$ cat src/rtl/serial_line_echo.sv
// serial_line_echo: collects received bytes into an editable line buffer and
//   echoes "> " + line + CR LF through the transmit handshake on a terminator
//   byte or when the buffer fills.
// Latency: terminator strobe at cycle N -> line_busy and first '>' strobe at N+1
//   when tx_busy is low.
// Backpressure: emits only while tx_busy=0, with a mandatory idle cycle after each
//   strobe; bytes received while flushing are dropped and counted (saturating).
// Ports:
//   clk, rst           clock, synchronous active-high reset
//   rx_data/new_rx_data  received byte and its one-cycle strobe
//   tx_data/new_tx_data  byte to transmit and its one-cycle strobe
//   tx_busy            transmitter busy (no strobe while high)
//   line_busy          high while a flush is in progress
//   drop_count         saturating count of bytes dropped while flushing
module serial_line_echo #(
  parameter int          DEPTH  = 32,
  parameter int          ADDR_W = 5,
  parameter logic [7:0]  TERM   = 8'h0D,
  parameter logic [7:0]  BKSP   = 8'h08
) (
  input  logic       clk,
  input  logic       rst,
  input  logic [7:0] rx_data,
  input  logic       new_rx_data,
  output logic [7:0] tx_data,
  output logic       new_tx_data,
  input  logic       tx_busy,
  output logic       line_busy,
  output logic [7:0] drop_count
);

  typedef enum logic [2:0] {
    S_COLLECT,
    S_PFX1,
    S_PFX2,
    S_DATA,
    S_CR,
    S_LF
  } state_t;

  localparam logic [ADDR_W:0] DEPTH_C = DEPTH[ADDR_W:0];
  localparam logic [ADDR_W:0] ONE     = 1;

  state_t            state_q, state_d;
  logic [ADDR_W:0]   count_q, count_d;
  logic [ADDR_W:0]   rd_idx_q, rd_idx_d;
  logic              gap_q, gap_d;
  logic [7:0]        last_tx_q;
  logic [7:0]        drop_q;
  logic [7:0]        rdata_q;
  logic [7:0]        mem [DEPTH];

  logic              wr_en;
  logic              strobe;
  logic [7:0]        tx_byte;
  state_t            after_state;
  logic [ADDR_W:0]   after_idx;

  always_comb begin
    state_d     = state_q;
    count_d     = count_q;
    rd_idx_d    = rd_idx_q;
    gap_d       = gap_q;
    wr_en       = 1'b0;
    strobe      = 1'b0;
    tx_byte     = last_tx_q;
    after_state = state_q;
    after_idx   = rd_idx_q;

    case (state_q)
      S_COLLECT: begin
        gap_d = 1'b0;
        if (new_rx_data) begin
          if (rx_data == TERM) begin
            state_d = S_PFX1;
          end else if (rx_data == BKSP) begin
            if (count_q != '0) begin
              count_d = count_q - ONE;
            end
          end else begin
            wr_en   = 1'b1;
            count_d = count_q + ONE;
            // Full buffer flushes on its own; count never reaches DEPTH in COLLECT.
            if (count_q + ONE == DEPTH_C) begin
              state_d = S_PFX1;
            end
          end
        end
      end
      S_PFX1: begin
        tx_byte     = 8'h3E;
        after_state = S_PFX2;
      end
      S_PFX2: begin
        tx_byte     = 8'h20;
        after_state = (count_q == '0) ? S_CR : S_DATA;
      end
      S_DATA: begin
        // rdata_q always mirrors mem[rd_idx_q], so no extra read bubble here.
        tx_byte = rdata_q;
        if (rd_idx_q + ONE == count_q) begin
          after_state = S_CR;
          after_idx   = '0;
        end else begin
          after_state = S_DATA;
          after_idx   = rd_idx_q + ONE;
        end
      end
      S_CR: begin
        tx_byte     = 8'h0D;
        after_state = S_LF;
      end
      S_LF: begin
        tx_byte     = 8'h0A;
        after_state = S_COLLECT;
      end
      default: begin
        state_d = S_COLLECT;
      end
    endcase

    // Emit states: a strobe advances the sequence and forces one idle cycle,
    // since the transmitter only raises busy the cycle after the strobe.
    if (state_q != S_COLLECT) begin
      if (gap_q) begin
        gap_d = 1'b0;
      end else if (!tx_busy && !rst) begin
        strobe   = 1'b1;
        gap_d    = 1'b1;
        state_d  = after_state;
        rd_idx_d = after_idx;
        if (state_q == S_LF) begin
          count_d = '0;
        end
      end
    end
  end

  always_ff @(posedge clk) begin
    if (rst) begin
      state_q   <= S_COLLECT;
      count_q   <= '0;
      rd_idx_q  <= '0;
      gap_q     <= 1'b0;
      last_tx_q <= 8'h00;
      drop_q    <= 8'h00;
    end else begin
      state_q  <= state_d;
      count_q  <= count_d;
      rd_idx_q <= rd_idx_d;
      gap_q    <= gap_d;
      if (strobe) begin
        last_tx_q <= tx_byte;
      end
      if (line_busy && new_rx_data && drop_q != 8'hFF) begin
        drop_q <= drop_q + 8'h01;
      end
    end
  end

  // Buffer storage has no reset; the read port tracks the next read index so
  // mem[0] is already in rdata_q by the time DATA is entered.
  always_ff @(posedge clk) begin
    if (wr_en) begin
      mem[count_q[ADDR_W-1:0]] <= rx_data;
    end
    rdata_q <= mem[rd_idx_d[ADDR_W-1:0]];
  end

  assign new_tx_data = strobe;
  assign tx_data     = strobe ? tx_byte : last_tx_q;
  assign line_busy   = (state_q != S_COLLECT);
  assign drop_count  = drop_q;

endmodule
$ cat config.mk
export PLATFORM = sky130hd
export DESIGN_NAME = serial_line_echo
export DESIGN_NICKNAME = d
export VERILOG_FILES = /design/src/rtl/serial_line_echo.sv
export SDC_FILE = /design/constraint.sdc
export NUM_CORES = 1
export LEC_CHECK = 0
export CAP_MARGIN = 25
export CORE_ASPECT_RATIO = 0.7
export CORE_MARGIN = 2
export CORE_UTILIZATION = 62
export DETAILED_ROUTE_END_ITERATION = 12
export HOLD_SLACK_MARGIN = 0.06
export PLACE_DENSITY = 0.89
export SLEW_MARGIN = 20
export SYNTH_ARGS = -nofsm -noshare
export SYNTH_HDL_FRONTEND = slang
export SYNTH_SLANG_ARGS = --single-unit
export TNS_END_PERCENT = 5
$ cat constraint.sdc
create_clock -name clk -period 4.65 [get_ports clk]
set_input_delay 0.465 -clock clk [delete_from_list [all_inputs] [get_ports clk]]
set_output_delay 0.465 -clock clk [all_outputs]
set_load 0.01 [all_outputs]
After elaboration in Yosys (flattened, before gate mapping). Memories as Yosys holds them, arrays and structs flattened. A register that Yosys moved wholly into a read port is not among the register bits. Cells that the tools add are included.

Input bits: 12. Bits in registers: 32. Logic and storage cells: 75. Bits in writable memories: 256. Output and inout bits: 18. Memories kept: 1.

Memory list: mem (depth 32, width 8, rd ports 1, clocked after Yosys merged registers in 1, wr ports 1, RTL line 51) `logic [7:0] mem [DEPTH];`.

Bitwise operators: 1. Equal/unequal tests: 11. Muxes and demuxes: 40. Add/subtract/negate cells: 4. Reductions and logical operators: 11.

Operators with widths (number): 6-bit 2-to-1 mux (10); 8-bit case mux with 5 select lines (1); 3-bit 2-to-1 mux (9); 5-bit 2-to-1 mux (4); 8-bit by 4-bit equality test with 1-bit output (second input constant) (2); 3-bit case mux with 5 select lines (1); 1-bit 2-to-1 mux (13); 6-bit by 1-bit adder with 6-bit output (second input constant) (2); 8-bit by 1-bit adder with 8-bit output (second input constant) (1); 8-bit 2-to-1 mux (1); 8-bit by 3-bit != test with 1-bit output (second input constant) (1); 8-bit != test (second input constant) (1); 3-bit by 2-bit equality test with 1-bit output (second input constant) (2); 3-bit equality test (second input constant) (2); 6-bit equality test (1); 6-bit equality test (second input constant) (1); 6-bit zero test (1); 3-bit case mux with 2 select lines (1); 6-bit nonzero test (1); 6-bit by 1-bit subtractor with 6-bit output (second input constant) (1); 5-bit OR reduction (1); 4-bit AND reduction (1); 3-bit by 1-bit equality test with 1-bit output (second input constant) (1); 1-bit logical AND (3); 4 further kinds (5).

Longest topological paths before layout.
Depth after elaboration: 10. Mapped depth: 13. Gate-level depth less buffers: 9.

Least setup slack after synthesis. No wires, ideal clock.

Kind: reg-to-reg. Start point: reg rd_idx_q[0]. End point: reg rdata_q[1] (read register of mem). Library setup time: 0.133 ns. Cell stages (with the launch flop): 12. Path buffers: 2. Arrival: 3.224 ns. Required time: 4.517 ns. Path slack: 1.293 ns. Period minus slack after synthesis: 3.357 ns. Cells stage by stage: dfxtp_1 > ha_1 > clkbuf_1 > xnor2_1 > nand3_2 > a2111o_1 > a21oi_2 > buf_2 > mux2_2 > a22o_1 > a2111oi_0 > nand4_1.

Word-level cells in the longest chain between the ends: 7.

RTL lines: start: declaration (RTL line 46) `logic [ADDR_W:0] rd_idx_q, rd_idx_d;`; start signal: assignment (RTL line 150) `rd_idx_q <= rd_idx_d;`; 6-bit by 1-bit adder with 6-bit output (RTL line 101, 106); 6-bit equality test (RTL line 101) `if (rd_idx_q + ONE == count_q) begin`; 6-bit 2-to-1 mux (RTL line 101); 5-bit 2-to-1 mux (RTL line 70) `case (state_q)`; 5-bit 2-to-1 mux (RTL line 127) `end else if (!tx_busy && !rst) begin`; 5-bit 2-to-1 mux (RTL line 125) `if (gap_q) begin`; 5-bit 2-to-1 mux * (RTL line 124) `if (state_q != S_COLLECT) begin`; end: declaration (RTL line 50) `logic [7:0] rdata_q;`.

Every way passes the cells marked *; elsewhere a longest branch is shown, timed or not. A chain may end at the register's enable or synchronous reset.

Worst setup path after layout.
Start point: reg rd_idx_q[0]. End point: reg rdata_q[7] (read register of mem).

Same word-level chain as after synthesis.

==> impl_metrics.yaml <==
logic_synthesis:
  synth.area.top_cells: "edfxtp_1 (54%), dfxtp_1 (5.6%), mux2i_1 (4.3%)"
  synth_flop_cell: "edfxtp_1"
  synth_warnings: 0
  yosys.cell_types.count: 78
  syn_area_per_cell_um2: 11.6
  yosysTopAreaCell: "edfxtp_1"
  synth_top_area_share_pct: 53.7
  synth_area_um2: 14300
  synth_edf_count: 256
  synth_seq_area_share_pct: 59.2
  synth_seq_cells: 296
  syn_nets: 1255
  synth_cells: 1237
  synthArstFlopShare_pct: 0
critical_path:
  timing.rr.end: "rdata_q[7]"
  required_ns: 5.05
  crit_path_end: "rdata_q[7]"
  slowest_stage: "a2111oi_1"
  arrival_ns: 4.99
  crit_path_start: "rd_idx_q[0]"
  reg2reg_depth: 11
  worst-r2r-setup-slack_ns: 0.06
  path_max_fanout: 20
  path_buf_inv: 2
  worst_path_largest_cell_delay_ns: 0.81
  path_cells: "ha_1, buf_4, xnor2_1, nand3_2, a2111o_1, a21oi_2, buf_4, mux2_2, a22o_1, a2111oi_1, nand4_1"
  startpoint_type: "flop"
  critPathKind: "reg -> reg"
  crit_top_cell: "buf_4"
  end_kind: "flop"
  path_delay_family: "compound AO/OA/AOI/OAI gates"
  cp_num_cells: 11
  reg2reg_from: "rd_idx_q[0]"
min_path:
  holdCritPathClass: "reg -> reg"
  hold_start: "drop_count[1]"
placement:
  place_congestion: 0.977
  dpl.hpwl_um: 27800
  numPortBuffers: 29
  place_ws_ns: 0.0399
global_route:
  grt_pass1_wl_um: 63800
  antenna_found_initial: 0
  grt_overflow_total: 0
  grt_use_total_pct: 34.7
  grt_pass1_vias: 10600
  grt_max_degree: 78
sta:
  rsz0062_at_grt: "false"
  layout_setup_ws_ns: 0.0578
  finalCriticalPeriod_ns: 4.59
  finalMaxSlewViolations: 0
  hold_viol: 0
  fmax_mhz: 218
  worst_pin_slew_ns: 1.11
  fin_worst_skew_ns: 0.0279
  finalSetupTns_ns: 0
  setup_viol: 0
  worst_slew_margin_rel_pct: 25.5
  fin_crit_sh_pct: 98.8
  hold_ws_ns: 0.516
drt:
  route.detailed.drc: 0
  dr.pass1.iters: 6
  vias: 11500
  vias_per_cell: 7.16
  drtIter0Drc: 2213
  final_antenna_net_count: 0
  wl_um: 42300
  routedWlPerCell_um: 26.4
pwr:
  p_total_w: 0.00554
  switchingPower_w: 0.00121
  ir_drop_uv: 338
  p_int_w: 0.00432
  combPwrFrac_pct: 4.7
  pwr-share-clk_pct: 42.1
  power.share.switching_pct: 21.9
  p_per_area_nw_per_um2: 344
  cellLeakagePower_nw: 5.51
  p_seq_share_pct: 53.2
clocking:
  postCtsSetupBuffers: 0
  cts-root-buf: "clkbuf_16"
  clock-sinks: 296
  clk_latency_ns: 0.56
  clock_tree.buffer_depth: 3
  clkTransAtPathRegs_ns: 0.07
  numCtsBuffers: 28
  htreeDepth: 1
  cts_tree: "done"
die:
  std_cell_rows: 46
  start_util_pct: 63.2
  io_pins: 30
  dieWidth_um: 186
  die_area_um2: 24400
  coreArea_um2: 22700
  fp.dieH_um: 131
job:
  drv_cap: 0
layout:
  syn_to_final_growth_pct: 12.3
  drive_gt1_share_pct: 13.1
  final_util_pct: 71.0
  multi_input_area_um2: 5440
  antenna_cells: 0
  nets: 1289
  area.sequential_um2: 8490
  fill_cells: 1535
status:
  status: "finished clean"
## worst min-delay path by stage
stage | to | slack [ns] | cells after the start
2_1_floorplan | rd_idx_q[5] | 0.47 | 2
3_3_place_gp | rd_idx_q[5] | 0.48 | 2
3_5_place_dp | drop_count[1] | 0.50 | 2
4_1_cts | drop_count[1] | 0.51 | 2
5_1_grt | drop_count[1] | 0.55 | 2
6_report | drop_count[1] | 0.52 | 2
## per-stage QoR
step	cell area, µm²	cells
floorplan	14300	1237
global placement	15100	1553
detailed placement	15100	1553
CTS	16100	1605
global route	16100	1605
finish	16100	1605
## worst min-delay path, cell delays in order (launching register included)
cell	delay (ns)
dfxtp_1	0.34
nand2_1	0.07
a21oi_1	0.06
## layout by cell type, fill, tap and decap left out, drive strengths merged, types with 4 or more instances in the layout
cell type / instances
a2111oi: 8
a211oi: 13
a21oi: 86
a221o: 6
a221oi: 22
a22o: 12
a22oi: 15
a31oi: 7
a32oi: 20
a41o: 6
and3: 26
buf: 64
clkbuf: 40
clkdlybuf4s50: 29
clkinv: 8
dfxtp: 40
edfxtp: 256
ha: 6
inv: 16
mux2: 30
mux2i: 61
nand2: 156
nand3: 42
nand3b: 6
nand4: 10
nor2: 72
nor2b: 10
nor3: 39
nor4: 7
o211a: 7
o211ai: 33
o21ai: 40
o221ai: 11
o22a: 7
o22ai: 13
or2: 4
or3: 7
xnor2: 9
xor2: 6
## power by group through the flow
stage | registers [W] | logic, W | clock network, W
final | 0.00295 | 0.000261 | 0.00233
after global placement | 0.00300 | 0.000242 | 0
after global routing | 0.00295 | 0.000271 | 0.00243
after detailed placement | 0.00300 | 0.000247 | 0
after CTS | 0.00294 | 0.000249 | 0.00233
after floorplan | 0.00299 | 0.000122 | 0
## layout make-up
| cell class | instances | share of cell area, % |
|---|---|---|
| Clock inverter | 12 | 0.777 |
| Sequential cell | 296 | 52.8 |
| Timing Repair Buffer | 93 | 4.79 |
| Inverter | 16 | 0.373 |
| Multi-Input combinational cell | 836 | 33.8 |
| Clock buffer | 40 | 5.07 |
| Tap cell | 312 | 2.43 |
## cell usage after synthesis, drive strengths merged, types with 16 or more instances
master,number
edfxtp,256
nand2,156
a21oi,86
nor2,72
mux2i,61
clkbuf,48
nand3,42
buf,41
dfxtp,40
o21ai,40
nor3,39
o211ai,33
mux2,30
and3,26
a221oi,22
a32oi,20
inv,16
## cell families after synthesis
family | after synthesis | share of synthesized area, %
adder cells (fa/ha/maj) | 6 | 0.524
AND/OR/NAND/NOR | 395 | 13.0
XOR/XNOR | 16 | 1.07
buffers and inverters | 105 | 3.09
AO/OA/AOI/OAI | 328 | 16.4
multiplexers | 91 | 6.62
flip-flops | 296 | 59.2
## flip-flops by register name, indices dropped and copies added (netlist names)
register    flops
count_q         6
drop_count      8
gap_q           1
last_tx_q       8
mem           256
rd_idx_q        6
rdata_q         8
state_q         3
## routing by layer
layer / global-route usage, % / up-vias / part of all wire, %
li1: - / 4884 / -
met4: 10.3 / 0 / 3.6
met1: 51.6 / 5490 / 38
met5: 0 / - / 0
met2: 47.4 / 974 / 41
met3: 13.1 / 146 / 17
## timing repair
action / CTS / global route
hold buffers: 0 / 0
resized for setup: 0 / 1
setup endpoints to repair: 0 / 1
(Power assumes the default switching activity.)
